[src/rtl/muldiv_seq.sv]
// muldiv_seq: iterative multiply/divide unit that owns the architectural HI/LO pair.
//
// Multiply is shift-add over the magnitudes of the operands. Divide is restoring
// division over the magnitudes. Both take ITERS datapath cycles (CALC). One sign-fix
// cycle (FINAL) follows, and HI/LO are written at the end of FINAL. mthi/mtlo write
// directly from IDLE.
//
// Ports
//   clk       rising-edge clock
//   rst       synchronous active-high reset (beats flush and start)
//   start     EX presents an op this cycle (qualifies op_i/regaData/regbData)
//   op_i      6-bit function code: mult/multu/div/divu/mthi/mtlo/mfhi/mflo
//   regaData  rs operand: multiplicand / dividend / mthi-mtlo source
//   regbData  rt operand: multiplier / divisor
//   flush     abort any in-flight op; HI/LO keep their pre-op values
//   busy      op in CALC or FINAL (registered)
//   done      one-cycle pulse during FINAL of mult/div (registered)
//   stall_req hold ID/EX (combinational)
//   HI, LO    architectural HI/LO (registered)
//
// Handshake: an op is taken only when start=1 in IDLE with no flush. While busy,
// stall_req is high and any start is ignored. EX keeps presenting the op until
// stall_req drops, and it is taken at the first edge where stall_req is low.
module muldiv_seq #(
    parameter int WIDTH = 32,
    parameter int ITERS = 32
) (
    input  logic             clk,
    input  logic             rst,
    input  logic             start,
    input  logic [5:0]       op_i,
    input  logic [WIDTH-1:0] regaData,
    input  logic [WIDTH-1:0] regbData,
    input  logic             flush,
    output logic             busy,
    output logic             done,
    output logic             stall_req,
    output logic [WIDTH-1:0] HI,
    output logic [WIDTH-1:0] LO
);

    // MIPS SPECIAL function codes
    localparam logic [5:0] OP_MFHI  = 6'b010000;
    localparam logic [5:0] OP_MTHI  = 6'b010001;
    localparam logic [5:0] OP_MFLO  = 6'b010010;
    localparam logic [5:0] OP_MTLO  = 6'b010011;
    localparam logic [5:0] OP_MULT  = 6'b011000;
    localparam logic [5:0] OP_MULTU = 6'b011001;
    localparam logic [5:0] OP_DIV   = 6'b011010;
    localparam logic [5:0] OP_DIVU  = 6'b011011;

    localparam int CW = (ITERS > 1) ? $clog2(ITERS) : 1;
    localparam logic [CW-1:0] CNT_LAST = CW'(ITERS - 1);

    typedef enum logic [1:0] {
        S_IDLE  = 2'd0,
        S_CALC  = 2'd1,
        S_FINAL = 2'd2
    } state_t;

    state_t             state;
    logic [CW-1:0]      cnt;
    // Multiply: {partial product high, multiplier shifting out low}.
    // Divide: {partial remainder, dividend shifting out / quotient shifting in}.
    logic [2*WIDTH-1:0] acc;
    logic [WIDTH-1:0]   opnd;      // multiplicand or divisor magnitude
    logic               is_div;
    logic               neg_res;   // product / quotient must be negated
    logic               neg_rem;   // remainder must be negated (dividend was negative)
    logic               div_zero;

    // ---------------- operand decode ----------------
    logic             op_mul, op_div, op_signed;
    logic             a_neg, b_neg;
    logic [WIDTH-1:0] abs_a, abs_b;

    always_comb begin
        op_mul    = (op_i == OP_MULT) || (op_i == OP_MULTU);
        op_div    = (op_i == OP_DIV)  || (op_i == OP_DIVU);
        op_signed = (op_i == OP_MULT) || (op_i == OP_DIV);
        a_neg     = op_signed && regaData[WIDTH-1];
        b_neg     = op_signed && regbData[WIDTH-1];
        abs_a     = a_neg ? (~regaData + 1'b1) : regaData;
        abs_b     = b_neg ? (~regbData + 1'b1) : regbData;
    end

    // ---------------- one iteration ----------------
    logic [WIDTH:0]     mul_sum;
    logic [2*WIDTH-1:0] mul_next;
    logic [WIDTH:0]     div_shift;
    logic [WIDTH:0]     div_diff;
    logic [2*WIDTH-1:0] div_next;

    always_comb begin
        // Add the multiplicand into the high half when the current multiplier bit
        // is set, then shift the whole pair right; the carry lands in bit 2*WIDTH-1.
        mul_sum  = {1'b0, acc[2*WIDTH-1:WIDTH]} + (acc[0] ? {1'b0, opnd} : '0);
        mul_next = {mul_sum, acc[WIDTH-1:1]};

        // Bring the next dividend bit into the remainder and try the subtraction.
        // A set borrow bit means the trial went negative, so keep the shifted value.
        div_shift = {acc[2*WIDTH-1:WIDTH], acc[WIDTH-1]};
        div_diff  = div_shift - {1'b0, opnd};
        if (div_diff[WIDTH])
            div_next = {div_shift[WIDTH-1:0], acc[WIDTH-2:0], 1'b0};
        else
            div_next = {div_diff[WIDTH-1:0], acc[WIDTH-2:0], 1'b1};
    end

    // ---------------- sign fix for commit ----------------
    logic [2*WIDTH-1:0] prod_fix;
    logic [WIDTH-1:0]   q_raw, r_raw;
    logic [WIDTH-1:0]   fin_hi, fin_lo;

    always_comb begin
        prod_fix = neg_res ? (~acc + 1'b1) : acc;
        q_raw    = acc[WIDTH-1:0];
        r_raw    = acc[2*WIDTH-1:WIDTH];
        if (is_div) begin
            // A zero divisor leaves an all-ones quotient magnitude; the signed
            // sign fix would distort it, so it is forced back to all ones.
            if (div_zero)
                fin_lo = '1;
            else
                fin_lo = neg_res ? (~q_raw + 1'b1) : q_raw;
            fin_hi = neg_rem ? (~r_raw + 1'b1) : r_raw;
        end else begin
            fin_lo = prod_fix[WIDTH-1:0];
            fin_hi = prod_fix[2*WIDTH-1:WIDTH];
        end
    end

    // Both stall causes (an active op, or an HI/LO access arriving while busy)
    // reduce to busy, which already covers FINAL.
    assign stall_req = busy;

    // ---------------- sequencer ----------------
    always_ff @(posedge clk) begin
        if (rst) begin
            state    <= S_IDLE;
            cnt      <= '0;
            acc      <= '0;
            opnd     <= '0;
            is_div   <= 1'b0;
            neg_res  <= 1'b0;
            neg_rem  <= 1'b0;
            div_zero <= 1'b0;
            busy     <= 1'b0;
            done     <= 1'b0;
            HI       <= '0;
            LO       <= '0;
        end else if (flush) begin
            state <= S_IDLE;
            busy  <= 1'b0;
            done  <= 1'b0;
        end else begin
            case (state)
                S_IDLE: begin
                    done <= 1'b0;
                    if (start) begin
                        if (op_mul || op_div) begin
                            is_div   <= op_div;
                            neg_res  <= a_neg ^ b_neg;
                            neg_rem  <= a_neg;
                            div_zero <= op_div && (regbData == '0);
                            if (op_div) begin
                                acc  <= {{WIDTH{1'b0}}, abs_a};
                                opnd <= abs_b;
                            end else begin
                                acc  <= {{WIDTH{1'b0}}, abs_b};
                                opnd <= abs_a;
                            end
                            cnt   <= '0;
                            busy  <= 1'b1;
                            state <= S_CALC;
                        end else if (op_i == OP_MTHI) begin
                            HI <= regaData;
                        end else if (op_i == OP_MTLO) begin
                            LO <= regaData;
                        end
                    end
                end
                S_CALC: begin
                    acc <= is_div ? div_next : mul_next;
                    if (cnt == CNT_LAST) begin
                        state <= S_FINAL;
                        done  <= 1'b1;
                    end else begin
                        cnt <= cnt + CW'(1);
                    end
                end
                S_FINAL: begin
                    HI    <= fin_hi;
                    LO    <= fin_lo;
                    done  <= 1'b0;
                    busy  <= 1'b0;
                    state <= S_IDLE;
                end
                default: begin
                    state <= S_IDLE;
                    busy  <= 1'b0;
                    done  <= 1'b0;
                end
            endcase
        end
    end

endmodule
[config.mk]
export PLATFORM = sky130hd
export DESIGN_NAME = muldiv_seq
export DESIGN_NICKNAME = d
export VERILOG_FILES = /design/src/rtl/muldiv_seq.sv
export SDC_FILE = /design/constraint.sdc
export NUM_CORES = 1
export LEC_CHECK = 0
export CAP_MARGIN = 20
export CORE_MARGIN = 2
export CORE_UTILIZATION = 40
export CTS_BUF_LIST = sky130_fd_sc_hd__clkbuf_2
export DETAILED_ROUTE_END_ITERATION = 12
export DONT_BUFFER_PORTS = 1
export MAX_ROUTING_LAYER = met4
export PLACE_DENSITY = 0.55
export SYNTH_ARGS = -nofsm -noshare
export SYNTH_HDL_FRONTEND = slang
export SYNTH_SLANG_ARGS = --single-unit
[constraint.sdc]
create_clock -name clk -period 4.6 [get_ports clk]
set_clock_uncertainty 0.1 [all_clocks]
set_input_delay 0.46 -clock clk [delete_from_list [all_inputs] [get_ports clk]]
set_output_delay 0.46 -clock clk [all_outputs]
set_load 0.05 [all_outputs]
==> impl_metrics.env <==
export IMPL_ctsRootBufferMaster="clkbuf_2"
export IMPL_reg2reg_setup_slack_ns=0.57
export IMPL_period_minus_slack_ns=4.03
export IMPL_core_sq_um=36700
export IMPL_min_delay_path_depth=5
export IMPL_synthFlopType="dfxtp_1"
export IMPL_required_ns=5.22
export IMPL_rsz0062_at_grt="false"
export IMPL_synth_fp_nets=2227
export IMPL_power_density_nw_per_um2=181
export IMPL_r2r_cells=11
export IMPL_synth_edf_count=0
export IMPL_post_cts_buffers=0
export IMPL_die_w_um=197
export IMPL_io_pins=141
export IMPL_hold_end="acc[6]$_SDFFE_PP0P_"
export IMPL_ys_ff_latch=173
export IMPL_fp_dieH_um=197
export IMPL_hold_violations=0
export IMPL_synthArstFlopShare_pct=0
export IMPL_cts_buffers=17
export IMPL_grt_pass1_vias=14611
export IMPL_cp_start_kind="flip-flop"
export IMPL_tightestPinTransition_ns=1.05
export IMPL_die_area_sq_um=39000
export IMPL_place_hpwl_um=46500
export IMPL_hold_start="regbData[4]"
export IMPL_ys_seq_area_share_pct=23.1
export IMPL_grt_max_degree=137
export IMPL_slew_headroom_pct=29.9
export IMPL_fin_crit_sh_pct=87.6
export IMPL_r2r_start="acc[32]$_SDFFE_PP0P_"
export IMPL_synth_area_leaders="dfxtp_1, a21oi_1, nor2_1"
export IMPL_worstPathArrival_ns=4.65
export IMPL_setup_viol=0
export IMPL_antenna_found_initial=1
export IMPL_critical_path_max_fanout=16
export IMPL_cts_path_max_buffers=2
export IMPL_vias_per_cell=6.24
export IMPL_synth_most_common_cell="nor2_1"
export IMPL_critPathKind="flip-flop to flip-flop"
export IMPL_numPortBuffers=0
export IMPL_cts_hold_buffers=95
export IMPL_hold_class="input port to flip-flop"
export IMPL_htreeDepth=4
export IMPL_clk_pin_slew_worst_paths_ns=0.33
export IMPL_areaGrowthSynthToFinish_pct=10.8
export IMPL_drtIter0Drc=1914
export IMPL_postSynthCellCount=2081
export IMPL_fin_nets=2235
export IMPL_yosys_warnings=0
export IMPL_cts_tree="done"
export IMPL_synthTopCellsByCount="nor2_1, nand2_1, a21oi_1"
export IMPL_first_pass_iters=8
export IMPL_status="finished, final reports clean"
export IMPL_synthDistinctLibCells=77
export IMPL_cp_end_kind="flip-flop"
export IMPL_p_leak_nw=6.26
export IMPL_place_ws_ns=0.587
export IMPL_design_power_total_w=0.00301
export IMPL_gp_congestion=0.948
export IMPL_fmax_mhz=248
export IMPL_grtUsageTotal_pct=32.1
export IMPL_rows=70
export IMPL_wl_per_cell_um=24.1
export IMPL_synth_area_sq_um=15000
export IMPL_drc=0
export IMPL_drive_gt1_share_pct=5.71
export IMPL_setup_slack_ns=0.572
export IMPL_grt_overflow=0
export IMPL_maxCapViolCount=0
export IMPL_syn_area_per_cell_sq_um=7.19
export IMPL_routed_wirelength_um=62000
export IMPL_vias=16045
export IMPL_clk_latency_ns=0.86
export IMPL_initial_utilization_pct=40.8
export IMPL_cts_sinks=173
export IMPL_ctsResizeCount=0
export IMPL_synth_largest_area_cell="dfxtp_1"
export IMPL_fin_tns_setup_ns=0
export IMPL_grt_pass1_wl_um=91800
export IMPL_ant_nets=0
export IMPL_slew_violations=0
export IMPL_peakVddDrop_v=0.000116
export IMPL_yosysTopAreaCellShare_pct=23.1
export IMPL_r2r_end="acc[41]$_SDFFE_PP0P_"
-- sequential cells by signal (all words and copies together) (netlist names) --
name and flops:
acc 64, HI 32, LO 32, opnd 32, cnt 5, state 2, busy 1, div_zero 1
done 1, is_div 1, neg_rem 1, neg_res 1
-- power breakdown --
group	switching, W	total [W]	internal (W)
clock	0.000734	0.000930	0.000197
sequential	0.0000189	0.00154	0.00152
combinational	0.000337	0.000542	0.000205
-- critical path, cell delays in order, from the launching register on --
cell,delay [ns]
dfxtp_1,0.71
inv_1,0.17
fa_1,0.49
nand2b_1,0.20
a21oi_1,0.37
o21ai_0,0.30
o21ai_1,0.38
o31a_1,0.28
xor2_4,0.27
buf_4,0.33
mux2i_1,0.23
o221ai_1,0.12
-- cell families after synthesis --
kind of cell	Yosys count	share of synthesized area, %
buffers and inverters	217	5.64
xor gates and xnor gates	166	9.72
AOI/OAI and AO/OA	666	28.6
muxes	58	4.01
DFF	173	23.1
adders and majority gates	72	6.12
and+or+nand+nor	729	22.7
-- layer usage --
layer	vias to the layer above	part of all wire [%]	GRT usage, %
li1	7549	-	-
met1	7610	45	44.8
met2	792	41	46.1
met3	94	10	6.32
met4	0	3.3	10.6
met5	-	0	-
-- layout make-up --
type / instances / area [sq um]
Antenna cell: 2 / 5.00
Clock buffer: 17 / 85.1
Clock inverter: 15 / 185
Fill cell: 3768 / 20100
Inverter: 70 / 263
Multi-Input combinational cell: 1691 / 10700
Sequential cell: 173 / 3460
Tap cell: 468 / 586
Timing Repair Buffer: 136 / 1290
-- placed cells by master (no fill, tap or decap), types with 18 or more instances in the layout --
| master | count |
|---|---|
| inv_1 | 70 |
| dlygate4sd3_1 | 94 |
| nand2_1 | 221 |
| dfxtp_1 | 172 |
| nor3_1 | 48 |
| mux2i_1 | 51 |
| nor2_1 | 257 |
| a211oi_1 | 42 |
| o211ai_1 | 49 |
| a21o_1 | 21 |
| nand2b_1 | 26 |
| xor2_1 | 62 |
| o21ai_0 | 145 |
| buf_4 | 40 |
| a21oi_1 | 201 |
| a311oi_1 | 18 |
| ha_1 | 70 |
| nand3_1 | 34 |
| a22oi_1 | 20 |
| o221ai_1 | 20 |
| or3_1 | 19 |
| nor4_1 | 21 |
| xnor2_1 | 103 |
-- through the flow --
step | hold slack (ns) | utilization, % | cells | cell area [sq um]
CTS | 0.0105 | 45.2 | 2569 | 16600
detailed placement | 0.343 | 41.8 | 2442 | 15300
global placement | 0.338 | 41.8 | 2441 | 15300
floorplan | 0.332 | - | 2081 | 15000
global route | 0.0167 | 45.2 | 2571 | 16600
finish | 0.0463 | 45.2 | 2572 | 16600
-- worst max-delay path by stage --
stage,from,endpoint,slack [ns]
2_1_floorplan,acc[32]$_SDFFE_PP0P_,acc[49]$_SDFFE_PP0P_,1.22
3_3_place_gp,acc[32]$_SDFFE_PP0P_,acc[47]$_SDFFE_PP0P_,0.72
3_5_place_dp,acc[32]$_SDFFE_PP0P_,acc[47]$_SDFFE_PP0P_,0.59
4_1_cts,acc[32]$_SDFFE_PP0P_,acc[47]$_SDFFE_PP0P_,0.59
5_1_grt,acc[32]$_SDFFE_PP0P_,acc[41]$_SDFFE_PP0P_,0.29
6_report,acc[32]$_SDFFE_PP0P_,acc[41]$_SDFFE_PP0P_,0.57
Note: power is estimated with default switching activity, not from simulation.
